## src/rtl/nmea_pkg.sv

```systemverilog
// nmea_pkg: shared parser states, ASCII constants and helpers for the NMEA VTG speed extractor
package nmea_pkg;
  typedef enum logic [2:0] {IDLE, HDR, FIELD, CK1, CK2} state_t;
  localparam logic [7:0] CH_DOLLAR = 8'h24;
  localparam logic [7:0] CH_COMMA = 8'h2C;
  localparam logic [7:0] CH_STAR = 8'h2A;
  localparam logic [7:0] CH_DOT = 8'h2E;
  localparam logic [7:0] CH_0 = 8'h30;
  localparam logic [7:0] CH_9 = 8'h39;
  localparam int KMH_FIELD_IDX = 7;
  function automatic logic is_alpha(input logic [7:0] c);
    return (c >= 8'h41 && c <= 8'h5A) || (c >= 8'h61 && c <= 8'h7A);
  endfunction
endpackage

```

## src/rtl/ascii_hex_decode.sv

```systemverilog
// ascii_hex_decode: maps an ASCII hex digit (either case) to its 4-bit value plus a validity flag
module ascii_hex_decode
  import nmea_pkg::*;
(
  input  logic [7:0] ascii_i,
  output logic [3:0] value_o,
  output logic       is_hex_o
);
  logic dig, up, lo;
  always_comb begin
    dig = ascii_i >= CH_0 && ascii_i <= CH_9;
    up = ascii_i >= 8'h41 && ascii_i <= 8'h46;
    lo = ascii_i >= 8'h61 && ascii_i <= 8'h66;
    is_hex_o = dig | up | lo;
    value_o = dig ? ascii_i[3:0] : ascii_i[3:0] + 4'd9;
  end
endmodule

```

## src/rtl/nmea_vtg_speed.sv

```systemverilog
// nmea_vtg_speed: extracts the km/h field of $xxVTG sentences from a byte stream.
// NMEA_CHECKSUM_EN enables checksum verification; otherwise sentences complete at '*'.
module nmea_vtg_speed
  import nmea_pkg::*;
#(
  parameter int MAX_SPEED_P = 99,
  parameter int MAX_LEN_P = 82
) (
  input  logic       clk_i,
  input  logic       reset_i,
  input  logic [7:0] rx_data_i,
  input  logic       rx_valid_i,
  output logic       rx_ready_o,
  output logic [7:0] speed_o,
  output logic       speed_valid_o
);
  localparam logic [11:0] MAX_SPD = 12'(MAX_SPEED_P);
  localparam logic [7:0] MAX_LEN = 8'(MAX_LEN_P);
`ifdef NMEA_CHECKSUM_EN
  localparam bit CK_EN = 1'b1;
`else
  localparam bit CK_EN = 1'b0;
`endif
  state_t state_q, state_d;
  logic [2:0] hdr_q, hdr_d;
  logic [7:0] len_q, len_d, len_n;
  logic [3:0] comma_q, comma_d;
  logic [11:0] acc_q, acc_d, acc_n;
  logic frac_q, frac_d, dig_q, dig_d;
  logic [7:0] speed_q, speed_d;
  logic pulse_q, pulse_d;
  logic xfer, is_dig, hdr_ok, done, drop, ck1_ok, ck2_ok;
  assign rx_ready_o = ~reset_i;
  assign xfer = rx_valid_i & rx_ready_o;
  assign is_dig = rx_data_i >= CH_0 && rx_data_i <= CH_9;
  assign len_n = len_q + 8'd1;
  assign acc_n = acc_q * 12'd10 + {8'd0, rx_data_i[3:0]};
  assign hdr_ok = hdr_q < 3'd2 ? is_alpha(rx_data_i)
                : rx_data_i == (hdr_q == 3'd2 ? 8'h56 : hdr_q == 3'd3 ? 8'h54 : 8'h47);
`ifdef NMEA_CHECKSUM_EN
  logic [7:0] cks_q, cks_d;
  logic [3:0] hi_q, hi_d, hex_val;
  logic hex_ok;
  ascii_hex_decode u_hex (.ascii_i(rx_data_i), .value_o(hex_val), .is_hex_o(hex_ok));
  always_comb begin
    cks_d = cks_q;
    hi_d = hi_q;
    if (xfer && rx_data_i == CH_DOLLAR) cks_d = '0;
    else if (xfer && (state_q == HDR || (state_q == FIELD && rx_data_i != CH_STAR))) cks_d = cks_q ^ rx_data_i;
    if (xfer && state_q == CK1) hi_d = hex_val;
  end
  always_ff @(posedge clk_i or posedge reset_i) begin
    if (reset_i) begin
      cks_q <= '0;
      hi_q <= '0;
    end else begin
      cks_q <= cks_d;
      hi_q <= hi_d;
    end
  end
  assign ck1_ok = hex_ok;
  assign ck2_ok = hex_ok && {hi_q, hex_val} == cks_q;
`else
  assign ck1_ok = 1'b1;
  assign ck2_ok = 1'b0;
`endif
  always_comb begin
    state_d = state_q;
    hdr_d = hdr_q;
    len_d = len_q;
    comma_d = comma_q;
    acc_d = acc_q;
    frac_d = frac_q;
    dig_d = dig_q;
    done = 1'b0;
    drop = 1'b0;
    if (xfer && rx_data_i == CH_DOLLAR) begin
      state_d = HDR;
      hdr_d = '0;
      len_d = 8'd1;
      comma_d = '0;
      acc_d = '0;
      frac_d = 1'b0;
      dig_d = 1'b0;
    end else if (xfer && state_q != IDLE) begin
      len_d = len_n;
      case (state_q)
        HDR: begin
          hdr_d = hdr_q + 3'd1;
          drop = ~hdr_ok;
          state_d = hdr_q == 3'd4 ? FIELD : HDR;
        end
        FIELD: begin
          if (rx_data_i == CH_STAR) begin
            drop = comma_q < 4'(KMH_FIELD_IDX + 1);
            done = ~CK_EN && !drop;
            state_d = CK1;
          end else if (rx_data_i == CH_COMMA) begin
            drop = comma_q == 4'(KMH_FIELD_IDX) && !dig_q;
            comma_d = comma_q == 4'hF ? comma_q : comma_q + 4'd1;
          end else if (comma_q == 4'(KMH_FIELD_IDX) && !frac_q) begin
            // after '.', everything up to the next comma is ignored
            drop = !(is_dig || (rx_data_i == CH_DOT && dig_q));
            frac_d = rx_data_i == CH_DOT;
            dig_d = 1'b1;
            acc_d = is_dig ? (acc_n > MAX_SPD ? MAX_SPD : acc_n) : acc_q;
          end
        end
        CK1: begin
          drop = ~ck1_ok;
          state_d = CK2;
        end
        CK2: begin
          done = CK_EN && ck2_ok;
          state_d = IDLE;
        end
        default: ;
      endcase
      if (len_n >= MAX_LEN && !done) drop = 1'b1;
      if (drop) state_d = IDLE;
    end
    speed_d = done ? acc_q[7:0] : speed_q;
    pulse_d = done;
  end
  always_ff @(posedge clk_i or posedge reset_i) begin
    if (reset_i) begin
      state_q <= IDLE;
      hdr_q <= '0;
      len_q <= '0;
      comma_q <= '0;
      acc_q <= '0;
      frac_q <= 1'b0;
      dig_q <= 1'b0;
      speed_q <= '0;
      pulse_q <= 1'b0;
    end else begin
      state_q <= state_d;
      hdr_q <= hdr_d;
      len_q <= len_d;
      comma_q <= comma_d;
      acc_q <= acc_d;
      frac_q <= frac_d;
      dig_q <= dig_d;
      speed_q <= speed_d;
      pulse_q <= pulse_d;
    end
  end
  assign speed_o = speed_q;
  assign speed_valid_o = pulse_q;
endmodule

```

## config.mk

```make
export PLATFORM = sky130hd
export DESIGN_NAME = nmea_vtg_speed
export DESIGN_NICKNAME = d
export VERILOG_FILES = /design/src/rtl/nmea_pkg.sv /design/src/rtl/ascii_hex_decode.sv /design/src/rtl/nmea_vtg_speed.sv
export SDC_FILE = /design/constraint.sdc
export NUM_CORES = 1
export LEC_CHECK = 0
export CAP_MARGIN = 20
export CORE_ASPECT_RATIO = 2
export CORE_UTILIZATION = 50
export CTS_BUF_LIST = sky130_fd_sc_hd__clkbuf_8
export DETAILED_ROUTE_END_ITERATION = 10
export GPL_TIMING_DRIVEN = 1
export HOLD_SLACK_MARGIN = 0.05
export PLACE_DENSITY_LB_ADDON = 0.05
export RECOVER_POWER = 50
export SLEW_MARGIN = 20
export SYNTH_ARGS = -nofsm -noshare
export SYNTH_HDL_FRONTEND = slang
export SYNTH_SLANG_ARGS = --single-unit
```

## constraint.sdc

```tcl
create_clock -name clk_i -period 8 [get_ports clk_i]
set_clock_uncertainty 0.15 [all_clocks]
set_input_delay 1.6 -clock clk_i [delete_from_list [all_inputs] [get_ports clk_i]]
set_output_delay 1.6 -clock clk_i [all_outputs]
set_load 0.05 [all_outputs]
```

# == After elaboration in Yosys (flattened, before gate mapping) ==
# Index checks and enable logic that the tools add are counted.
# totals
elab_cells,127
ff_bits,41
# classes
n_mul,1
n_addsub,4
mux,53
bitwise_logic,3
eq_ne,18
magnitude_cmp,10
reduce_logical,29
# ops
op,n
$mux 12,8
$eq 8x6->1 const B,4
$mux 1,25
$ge 8x7->1 const B,3
$mux 4,6
$mux 3,7
$le 8x7->1 const B,2
$mux 8,2
$add 12x4->12,1
$eq 3x2->1 const B,4
$gt 12x7->1 const B,1
$mul 12x3->11 const B,1
$pmux 3 s4,1
$reduce_bool 2->1,6
$mux 5,2
$reduce_and 5->1,2
$logic_and 1x1->1,9
$add 8x1->8 const B,1
$eq 8x7->1,1
$ge 8x6->1 const B,1
$le 8x6->1 const B,1
$eq 3x3->1 const B,2
$ne 2x2->1 const B,3
$reduce_and 6->1,1
other kinds (18),24

# == Longest topological paths before layout ==
# depth
ltp_word,14
mapped_depth,10
ltp_nobuf,10

# == Worst setup path after synthesis ==
# No wires, ideal clock.
# synth_timing
kind,input to output
from,in reset_i
to,out rx_ready_o
cell_stages,1
required_ns,6.250
n_path_buf,0
setup_slack_ns,3.536
t_arrival_ns,2.714
cell_sequence,inv_1
# synth_between
elab_chain_len,1
# synth_lines
element,line,text
start: declaration,nmea_vtg_speed.sv:10,"input logic reset_i,"
$not 1->1,nmea_vtg_speed.sv:33,assign rx_ready_o = ~reset_i;
end: declaration,nmea_vtg_speed.sv:13,"output logic rx_ready_o,"
# No other way between the ends.

# == Final worst setup path ==
# Ends and elaborated chain as after synthesis.

==> results.json <==
{
  "status": "finished clean",
  "yosysTopAreaCellShare": 0.343,
  "dieArea_um2": 6170,
  "syn_inst": 310,
  "max_freq_mhz": 189,
  "viasPerCell": 6.12,
  "grt_start_max_net_pins": 42,
  "drv_slew": 0,
  "switchingPower_uw": 150,
  "grt-ovfl-total": 0,
  "worstSetupEndpointType": "output pin",
  "met3_usage": 0.0198,
  "final_common_cell": "dfrtp_1",
  "cts_sinks": 40,
  "core-area_um2": 5660,
  "intPower_uw": 374,
  "synthesis.nets": 348,
  "antenna_cells": 0,
  "hold_viol_final": 0,
  "hpwlAfterDp_mm": 5.03,
  "seq_area_frac_synth": 0.343,
  "rsz0062_at_grt": "no",
  "min_period_ns": 5.29,
  "synth_area_um2": 2920,
  "drv_cap": 0,
  "multiInputGateArea_um2": 1840,
  "root_buffer": "clkbuf_8",
  "yosysWarnings": 0,
  "synth_seq_cells": 40,
  "vias": 2412,
  "io_pins": 21,
  "busiest_layer": "met2",
  "cts_hold_buf": 0,
  "postRouteAntennaNets": 0,
  "clk_latency_ns": 0.29,
  "nets": 370,
  "cts_setup_buffers": 0,
  "grt_pass1_wl_mm": 10.8,
  "drive_gt1_frac": 0.0931,
  "avgSynthCellArea_um2": 9.42,
  "holdPathStages": 2,
  "path_cells": "dlygate4sd3_1 > inv_1 > buf_4 > clkdlybuf4s50_1",
  "path_max_fanout": 41,
  "clock_tree.buffer_depth": 2,
  "drtIter0Drc": 107,
  "cp_slowest_cell": "clkdlybuf4s50_1",
  "drcViolationCount": 0,
  "p_sw_frac": 0.286,
  "gp_congestion": 0.840,
  "async_flop_share": 1.00,
  "pwr-share-seq": 0.480,
  "wl_mm": 6.51,
  "portBuffers": 20,
  "timing_worst_setup_path_type": "input port to output pin",
  "crit_path_start_kind": "input port",
  "fill_cells": 519,
  "synth_edf_count": 0,
  "cts_tree": "yes",
  "hold_path.class": "flip-flop to flip-flop",
  "die_height_um": 110,
  "drt-wirelength-per-cell_um": 16.5,
  "required_ns": 6.25,
  "tightest_slew_ns": 0.614,
  "seq_area_um2": 1000,
  "peakVddDrop_v": 0.000163,
  "drt_pre_antenna_iters": 4,
  "power_uw": 524,
  "synth_area_leader_cell": "dfrtp_1",
  "grt_use_total": 0.221,
  "grt_antenna_before_repair": 0,
  "grt_pass1_vias": 2361,
  "clockPowerShare": 0.344,
  "comb_power_share": 0.176,
  "relSlewSlack": 0.580,
  "met2_usage": 0.463,
  "p_leak_nw": 1.55,
  "layout_common_cells": "dfrtp_1 (40), nor2_1 (25), ha_1 (25), a21oi_1 (23), nand2_1 (17)",
  "initial_core_util": 0.516,
  "worst_ep_arrival_time_ns": 3.54,
  "r2r_cells": 10,
  "clkTransAtPathRegs_ns": 0.07,
  "critPathMaxStageDelay_ns": 0.90,
  "die_w_um": 56.1,
  "cts_htree_levels": 2,
  "cts_inserted_buffers": 5,
  "fin_setup_tns_ns": 0,
  "grt_use_met1": 0.218,
  "synth.distinct_cells": 66,
  "p_per_area_nw_per_um2": 158,
  "finalSetupViolations": 0,
  "utilization": 0.586,
  "period_share": 0.661,
  "synth_ff_type": "dfrtp_1",
  "area_growth_pct": 13.6,
  "synthTopCellsByArea": "dfrtp_1 (34%), ha_1 (11%), a21oi_1 (3.9%)",
  "cts_resized": 0,
  "rows": 39
}
==> cells by family (layout without fill, tap and decap cells) <==
family          after synthesis  in the layout  share of synthesized area
simple gates                112            112                      0.221
compound gates               80             80                      0.191
flops                        40             40                      0.343
fa+ha+maj                    27             27                      0.121
buf+inv                      23             46                     0.0300
xor+xnor                     19             19                     0.0595
mux                           9              9                     0.0343
==> synthesized netlist by cell type (3+ instances only) <==
master,n
nand3_1,9
nor2_1,25
ha_1,25
nor2b_1,4
a31oi_1,3
nor3b_1,4
inv_1,16
a21oi_1,23
or3_1,5
and3_1,3
nand4_1,5
dfrtp_1,40
xnor2_1,9
nand2_1,17
xor2_1,9
o21ai_0,12
o31ai_1,4
a22o_1,5
clkbuf_1,6
and2_1,5
nand2b_1,8
nor3_1,9
mux2_2,8
nor4_1,3
==> state kept, by name, indices dropped and copies added, names as in the netlist <==
signal and cells:
len_q 8, speed_valid_o 1, hdr_q 3, state_q 3
speed_o 8, dig_q 1, comma_q 4, frac_q 1
acc_q 11
==> area by class of cell <==
type                    count  area share
clock buffers               7      0.0290
clock inverters             1     0.00905
multi-input cells         247       0.554
flip-flops and latches     40       0.302
repair buffers             22      0.0649
well taps                  61      0.0230
inverters                  16      0.0181
==> power groups by stage <==
| stage | logic (mW) | clock network (mW) | registers (mW) |
|---|---|---|---|
| 3_5_place_dp | 0.0921 | 0 | 0.255 |
| 2_1_floorplan | 0.0710 | 0 | 0.246 |
| 5_1_grt | 0.104 | 0.190 | 0.256 |
| 4_1_cts | 0.0928 | 0.183 | 0.251 |
| 6_report | 0.0923 | 0.180 | 0.252 |
| 3_3_place_gp | 0.0909 | 0 | 0.255 |
==> metal layers <==
layer	up-vias	wire (µm)
met3	8	129
met1	1177	2470
met2	30	3800
li1	1197	-
met5	-	0
met4	0	104
==> metrics by stage <==
stage          instances  hold WS [ns]  cell area (µm²)  setup WS (ns)
3_5_place_dp         386         0.313             3190           2.80
3_3_place_gp         386         0.307             3190           2.80
6_report             394         0.327             3320           2.71
2_1_floorplan        310         0.290             2920           3.54
4_1_cts              394         0.331             3320           2.81
5_1_grt              394         0.347             3320           2.57
==> path summary, 6_finish.rpt <==
path	slack (ns)	endpoint	from
setup / recovery	2.71	rx_ready_o	reset_i
min in group asynchronous	1.73	len_q[0]	reset_i
setup reg to reg	4.43	acc_q[2]	acc_q[1]
max in group asynchronous	5.61	speed_o[6]	reset_i
hold reg to reg	0.33	frac_q	frac_q
hold / removal	0.33	frac_q	frac_q
==> critical path, delay by kind of cell <==
family | cells | cell delay (ns)
buf+inv | 4 | 1.92
Power figures use the tool's default switching activity.
